### config.mk
export PLATFORM = sky130hd
export DESIGN_NAME = rv32_bus_arbiter
export DESIGN_NICKNAME = d
export VERILOG_FILES = /design/src/rtl/rv32_arb_pkg.sv /design/src/rtl/rv32_arb_select.sv /design/src/rtl/rv32_bus_arbiter.sv
export SDC_FILE = /design/constraint.sdc
export NUM_CORES = 1
export LEC_CHECK = 0
export ABC_CLOCK_PERIOD_IN_PS = 2250
export BUFFER_PORTS_ARGS = -buffer_cell sky130_fd_sc_hd__buf_2
export CAP_MARGIN = 20
export CORE_AREA = 5 5 103 105
export DETAILED_ROUTE_END_ITERATION = 10
export DIE_AREA = 0 0 108 110
export PLACE_DENSITY = 0.75
export SLEW_MARGIN = 20
export SYNTH_ARGS = -nofsm -noshare
export SYNTH_HDL_FRONTEND = slang
export SYNTH_SLANG_ARGS = --single-unit
export TNS_END_PERCENT = 30
### constraint.sdc
create_clock -name clk -period 2.25 [get_ports clk]
set_clock_uncertainty 0.2 [all_clocks]
set_input_delay 0.45 -clock clk [delete_from_list [all_inputs] [get_ports clk]]
set_output_delay 0.45 -clock clk [all_outputs]
set_load 0.005 [all_outputs]
### src/rtl/rv32_arb_pkg.sv
// Shared types for the rv32 instruction/data bus arbiter.
package rv32_arb_pkg;

    // Arbiter FSM: idle, or owning the bus on behalf of one port.
    typedef enum logic [1:0] {
        IDLE  = 2'd0,
        INSTR = 2'd1,
        DATA  = 2'd2
    } arb_state_t;

    // Which port wins the bus.
    typedef enum logic {
        GRANT_INSTR = 1'b0,
        GRANT_DATA  = 1'b1
    } arb_grant_t;

endpackage

### src/rtl/rv32_arb_select.sv
// Combinational grant pick between the fetch and data ports.
// RV32_ARB_ROUND_ROBIN_EN: when defined, a tie goes to the port opposite last_grant;
// otherwise data always wins because the mem-stage instruction is older.
module rv32_arb_select
    import rv32_arb_pkg::*;
(
    input  logic       instr_req,
    input  logic       data_req,
`ifdef RV32_ARB_ROUND_ROBIN_EN
    input  arb_grant_t last_grant,
`endif
    output logic       grant_valid,
    output arb_grant_t grant
);

    // Pick a winner from the two request bits.
    always_comb begin
        grant_valid = instr_req | data_req;
        grant       = GRANT_DATA;
`ifdef RV32_ARB_ROUND_ROBIN_EN
        if (instr_req && data_req) begin
            grant = (last_grant == GRANT_DATA) ? GRANT_INSTR : GRANT_DATA;
        end else if (instr_req) begin
            grant = GRANT_INSTR;
        end
`else
        if (instr_req && !data_req) begin
            grant = GRANT_INSTR;
        end
`endif
    end

endmodule

### src/rtl/rv32_bus_arbiter.sv
// Shares one external memory bus between rv32 fetch and mem-stage ports.
// One access at a time; every access returns through IDLE before the next grant.
// RV32_ARB_ROUND_ROBIN_EN: when defined, ties alternate using a last_grant register;
// otherwise fixed priority with data first.
module rv32_bus_arbiter
    import rv32_arb_pkg::*;
(
    input  logic        clk,
    input  logic        reset,
    input  logic        instr_read_in,
    input  logic [31:0] instr_address_in,
    output logic        instr_ready_out,
    output logic [31:0] instr_read_value_out,
    input  logic        data_read_in,
    input  logic        data_write_in,
    input  logic [31:0] data_address_in,
    input  logic [31:0] data_write_value_in,
    input  logic [3:0]  data_write_mask_in,
    output logic        data_ready_out,
    output logic [31:0] data_read_value_out,
    output logic [31:0] bus_address_out,
    output logic        bus_read_out,
    output logic        bus_write_out,
    output logic [31:0] bus_write_value_out,
    output logic [3:0]  bus_write_mask_out,
    input  logic [31:0] bus_read_value_in,
    input  logic        bus_ready_in
);

    arb_state_t  state_q, state_d;
    logic [31:0] addr_q, addr_d;
    logic        rd_q, rd_d;
    logic        wr_q, wr_d;
    logic [31:0] wval_q, wval_d;
    logic [3:0]  mask_q, mask_d;

    logic        data_req;
    logic        grant_valid;
    arb_grant_t  grant;

    // Read+write together counts as a write.
    assign data_req = data_read_in | data_write_in;

`ifdef RV32_ARB_ROUND_ROBIN_EN
    arb_grant_t last_grant_q;

    rv32_arb_select u_select (
        .instr_req   (instr_read_in),
        .data_req    (data_req),
        .last_grant  (last_grant_q),
        .grant_valid (grant_valid),
        .grant       (grant)
    );

    // Remember the most recent winner so ties alternate.
    always_ff @(posedge clk) begin
        if (reset) begin
            last_grant_q <= GRANT_DATA;
        end else if (state_q == IDLE && grant_valid) begin
            last_grant_q <= grant;
        end
    end
`else
    rv32_arb_select u_select (
        .instr_req   (instr_read_in),
        .data_req    (data_req),
        .grant_valid (grant_valid),
        .grant       (grant)
    );
`endif

    // Next state and next bus register contents.
    always_comb begin
        state_d = state_q;
        addr_d  = addr_q;
        rd_d    = rd_q;
        wr_d    = wr_q;
        wval_d  = wval_q;
        mask_d  = mask_q;
        unique case (state_q)
            IDLE: begin
                rd_d   = 1'b0;
                wr_d   = 1'b0;
                wval_d = '0;
                mask_d = '0;
                if (grant_valid) begin
                    if (grant == GRANT_DATA) begin
                        state_d = DATA;
                        addr_d  = data_address_in;
                        rd_d    = ~data_write_in;
                        wr_d    = data_write_in;
                        wval_d  = data_write_in ? data_write_value_in : '0;
                        mask_d  = data_write_in ? data_write_mask_in : '0;
                    end else begin
                        state_d = INSTR;
                        addr_d  = instr_address_in;
                        rd_d    = 1'b1;
                    end
                end
            end
            INSTR, DATA: begin
                // Hold everything stable until memory completes, then drop to IDLE.
                if (bus_ready_in) begin
                    state_d = IDLE;
                    addr_d  = '0;
                    rd_d    = 1'b0;
                    wr_d    = 1'b0;
                    wval_d  = '0;
                    mask_d  = '0;
                end
            end
            default: begin
                state_d = IDLE;
                rd_d    = 1'b0;
                wr_d    = 1'b0;
            end
        endcase
    end

    // State and registered bus outputs; reset abandons any access in flight.
    always_ff @(posedge clk) begin
        if (reset) begin
            state_q <= IDLE;
            addr_q  <= '0;
            rd_q    <= 1'b0;
            wr_q    <= 1'b0;
            wval_q  <= '0;
            mask_q  <= '0;
        end else begin
            state_q <= state_d;
            addr_q  <= addr_d;
            rd_q    <= rd_d;
            wr_q    <= wr_d;
            wval_q  <= wval_d;
            mask_q  <= mask_d;
        end
    end

    // Ready is combinational from memory; suppressed while reset abandons the access.
    always_comb begin
        instr_ready_out      = bus_ready_in & ~reset & (state_q == INSTR);
        data_ready_out       = bus_ready_in & ~reset & (state_q == DATA);
        instr_read_value_out = (state_q == INSTR) ? bus_read_value_in : '0;
        data_read_value_out  = (state_q == DATA) ? bus_read_value_in : '0;
    end

    assign bus_address_out     = addr_q;
    assign bus_read_out        = rd_q;
    assign bus_write_out       = wr_q;
    assign bus_write_value_out = wval_q;
    assign bus_write_mask_out  = mask_q;

endmodule

# Word level (Yosys, flattened, before mapping)

Index checks and enable logic that the tools add are counted.

Memories: 0
Word-level logic and storage cells: 51
Memory bits (writable): 0
ROM bits: 0
Bits in latches: 0
Register bits: 72
Input bits: 138

Multiply operators: 0
Magnitude comparators: 0
Div/mod/pow operators: 0
Bitwise operators: 7
Multiplexer cells: 26
Equality and inequality tests: 4
Shifts and indexed selects: 0
$add $sub $neg: 0
Reductions and logical operators: 8

Operator list:

| kind               | number |
|---|---|
| $mux 32            | 8 |
| $pmux 32 s2        | 2 |
| $mux 4             | 4 |
| $pmux 4 s2         | 1 |
| $mux 2             | 3 |
| $mux 1             | 5 |
| $ne 2x2->1 const B | 2 |
| $pmux 1 s2         | 2 |
| $pmux 2 s2         | 1 |
| $reduce_and 2->1   | 2 |
| $and 1x1->1        | 3 |
| $reduce_and 3->1   | 1 |
| $eq 2x1->1 const B | 1 |
| $eq 2x2->1 const B | 1 |
| $logic_not 2->1    | 1 |
| $not 1->1          | 2 |
| $or 1x1->1         | 2 |
| $reduce_bool 2->1  | 1 |
| $reduce_or 2->1    | 1 |
| $logic_and 1x1->1  | 1 |
| $logic_not 1->1    | 1 |

# Longest topological paths before layout

Depth in word-level cells: 6
Depth in mapped cells: 7
Gate-level depth less buffers: 5

# By module

Synthesis repeated with hierarchy kept, for this count alone.

Cells, all modules: 410
Area, all modules: 3530.9 µm²

Modules (own cells, without submodules):

| module           | times used | area an instance (µm²) | cells an instance |
|---|---|---|---|
| rv32_bus_arbiter | 1          | 3518.4                 | 408 |
| rv32_arb_select  | 1          | 12.5                   | 2 |

# Worst setup path before layout

No wires, ideal clock.

Path kind: reg2reg
From: register state_q[0]
To: register mask_q[3], in the netlist bus_write_mask_out[3]
Path buffers: 1
Stages on the path, launching flop included: 7
Data arrival time: 1696 ps
Setup slack: 283 ps
Period minus slack after synthesis: 1967 ps
Cell sequence: dfxtp_1 inv_1 ha_1 mux2i_1 clkbuf_1 nand2_1 a21oi_1

Longest elaborated chain between the ends: 4

RTL lines:

| element                                                          | line                    | RTL |
|---|---|---|
| start: declaration                                               | rv32_bus_arbiter.sv:30  | `arb_state_t state_q, state_d;` |
| start signal: assignment                                         | rv32_bus_arbiter.sv:130 | `state_q <= state_d;` |
| $eq 2x1->1 / $eq 2x2->1 (equally long branches)                  | rv32_bus_arbiter.sv:80  | `unique case (state_q)` |
| $reduce_or 2->1                                                  | rv32_bus_arbiter.sv:80  |  |
| $ne 2x2->1 (no line) / $reduce_bool 2->1 (equally long branches) | n/a                     |  |
| $reduce_and 2->1 (no line)                                       | n/a                     |  |
| end signal: assignment                                           | rv32_bus_arbiter.sv:135 | `mask_q <= mask_d;` |
| end: declaration                                                 | rv32_bus_arbiter.sv:35  | `logic [3:0] mask_q, mask_d;` |

Parallel ways exist; a longest one is shown, timed or not.
A chain may end at the register's enable or synchronous reset.

# Final worst setup path

From: register state_q[1]
To: output instr_read_value_out[16]

Longest elaborated chain between the ends: 2

RTL lines:

| element          | line                    | RTL |
|---|---|---|
| $eq 2x1->1       | rv32_bus_arbiter.sv:143 | `instr_read_value_out = (state_q == INSTR) ? bus_read_value_in : '0;` |
| $mux 32          | rv32_bus_arbiter.sv:143 |  |
| end: declaration | rv32_bus_arbiter.sv:13  | `output logic [31:0] instr_read_value_out,` |

No other way between the ends.

==> results.json <==
{
  "power.total_mw": 3.70,
  "area_growth_syn_to_layout_pct": 49.7,
  "cts.sink_count": 72,
  "yosysSeqAreaShare_pct": 41.4,
  "crit_arrival_ps": 1550,
  "holdBufCountCts": 0,
  "max_slew_margin_pct": 71.4,
  "nFillCells": 911,
  "powerDensity_nw_per_um2": 709,
  "drive_gt1_share_pct": 46.3,
  "gp_congestion": 0.820,
  "grt_pass1_wl_um": 19000,
  "nets": 806,
  "drc_errors": 0,
  "tightest_slew_ps": 429,
  "hold_viol": 0,
  "io_pins": 274,
  "port_buffers": 273,
  "setup_viol": 0,
  "die_area_um2": 11900,
  "hold_path_depth": 3,
  "cp_top_family": "adder cells",
  "viasPerCell": 4.99,
  "synth_nets": 554,
  "synthFlopType": "dfxtp_1",
  "timing.hold.ws_ps": 157,
  "start_util_pct": 36.4,
  "worstSetupEndpointType": "output pin",
  "worstSkewPairLatency_ps": 330,
  "drv_cap": 0,
  "peakVddDrop_mv": 0.354,
  "clockRootBuffer": "clkbuf_8",
  "path_max_fanout": 33,
  "numCtsBuffers": 9,
  "synth_seq_cells": 72,
  "syn_inst": 413,
  "cts.htree.levels": 3,
  "worstSetupStartpointType": "flop",
  "path_class": "reg -> out",
  "worstPathCellList": "inv_1 > ha_2 > and2_1 > buf_2",
  "cts_tree": "built",
  "cp_num_buf_inv": 2,
  "die_y_um": 110,
  "fmax_mhz": 454,
  "synth_cell_type_count": 29,
  "track_usage_pct": 20.0,
  "rsz0062_at_grt": "yes",
  "dpl_worst_slack_ps": 68.7,
  "slowest_stage": "ha_2",
  "instances_no_fill": 802,
  "async_flop_share_pct": 0,
  "synth_edf_count": 0,
  "core_area_um2": 9550,
  "crit_path_max_incr_delay_ps": 460,
  "cts_setup_buffers": 0,
  "holdCritPathClass": "in -> reg",
  "placed_cells": 787,
  "n_antenna_cell": 0,
  "row_count": 36,
  "yosysWarnings": 0,
  "leakage_nw": 2.57,
  "netlist_area_um2": 3480,
  "first_global_vias": 3840,
  "dr.pass1.iters": 4,
  "clk_pin_slew_ps": 80,
  "dp_hpwl_um": 10100,
  "grt-ovfl-total": 0,
  "status": "finished, final reports clean",
  "r2r_cells": 6,
  "grt_max_degree": 37,
  "avgSynthCellArea_um2": 8.43,
  "timing.final.max_slew_violations": 0,
  "cts_max_path_buffers": 2,
  "timing.final.ws_setup_ps": 46.7,
  "drt-initial-drc-count": 254,
  "wl_per_cell_um": 15.9,
  "fp.dieW_um": 108,
  "worst_ep_required_time_ps": 1600,
  "drt-total-wl_um": 12800,
  "vias": 4002,
  "layout_min_cycle_time_ps": 2200,
  "crit_cells": 4,
  "drtAntennaViolNets": 0,
  "min_period_over_period_pct": 97.9,
  "antenna_found_initial": 0
}
cell usage after synthesis, types with 2 or more instances:
library cell	n	area, um^2
a21oi_1	40	200
a31oi_1	32	200
and2_1	64	400
and3b_1	2	17.5
buf_1	6	22.5
buf_2	2	10.0
buf_6	4	45.0
clkbuf_1	32	120
dfxtp_1	72	1440
ha_1	3	37.5
inv_1	3	11.3
nand2_1	37	139
nand3_1	36	180
nor2_1	2	7.51
nor2b_1	3	18.8
o21a_1	32	240
o2bb2ai_1	31	272
final timing paths:
check,startpoint,endpoint,slack [ps]
min,data_write_value_in[11],bus_write_value_out[11],160
min reg2reg,bus_write_value_out[20],bus_write_value_out[20],250
max reg2reg,state_q[0],bus_address_out[27],180
max,state_q[1],instr_read_value_out[16],50
layout make-up:
type	count	area, um^2	area share, %
repair buffers	285	1510	28.9
well taps	133	166	3.19
multi-input cells	294	1850	35.6
inverters	3	11.3	0.216
clock buffers	11	151	2.91
clock inverters	4	77.6	1.49
flip-flops and latches	72	1440	27.7
where the power goes:
part | switching, mW | internal, mW
sequential | 0.0732 | 1.41
clock | 0.465 | 0.683
combinational | 0.570 | 0.490
total | 1.11 | 2.59
tightest hold or removal path, cell delays in order:
cell and delay [ps]:
buf_2 90, nand3_1 50, a21oi_1 60
placed cells by master, fill, tap and decap left out, types with 3 or more instances in the layout:
cell type / count
buf_2: 273
dfxtp_1: 72
and2_1: 64
a21oi_1: 40
nand2_1: 37
nand3_1: 36
o21a_1: 32
a31oi_1: 32
o2bb2ai_1: 31
clkbuf_8: 11
buf_4: 8
buf_12: 4
inv_1: 3
cell families after synthesis:
| kind of cell | Yosys count | share of synthesized area (%) |
|---|---|---|
| compound gates | 140 | 27.8 |
| fa+ha+maj | 3 | 1.08 |
| buf+inv | 47 | 6.01 |
| flops | 72 | 41.4 |
| mux | 2 | 0.611 |
| simple gates | 149 | 23.1 |
state kept, by name (all words and copies together), names as in the netlist:
| register | cells |
|---|---|
| bus_address_out | 32 |
| bus_write_mask_out | 4 |
| bus_read_out | 1 |
| state_q | 2 |
| bus_write_out | 1 |
| bus_write_value_out | 32 |
metal layers:
layer  global-route usage [%]  up-vias  wire, um  share of wire (%)
met5                        0        -         0                  0
met4                     7.75        0       363                2.8
met3                     5.18       25      1060                8.3
met2                     37.5      180      6790                 53
met1                     21.4     1822      4540                 36
li1                         -     1975         -                  -
stage by stage:
| step | instance area (um^2) | TNS, ps | util (%) |
|---|---|---|---|
| global route | 5210 | -3260 | 54.5 |
| floorplan | 3480 | 0 | - |
| CTS | 5210 | 0 | 54.5 |
| detailed placement | 4970 | 0 | 52.1 |
| finish | 5210 | 0 | 54.5 |
| global placement | 4970 | 0 | 52.1 |
repair_timing:
action | CTS | global route
resized for setup | 2 | 1
endpoints found under the setup margin | 66 | 90
pin swaps | 0 | 0
Note: power is estimated with default switching activity, not from simulation.
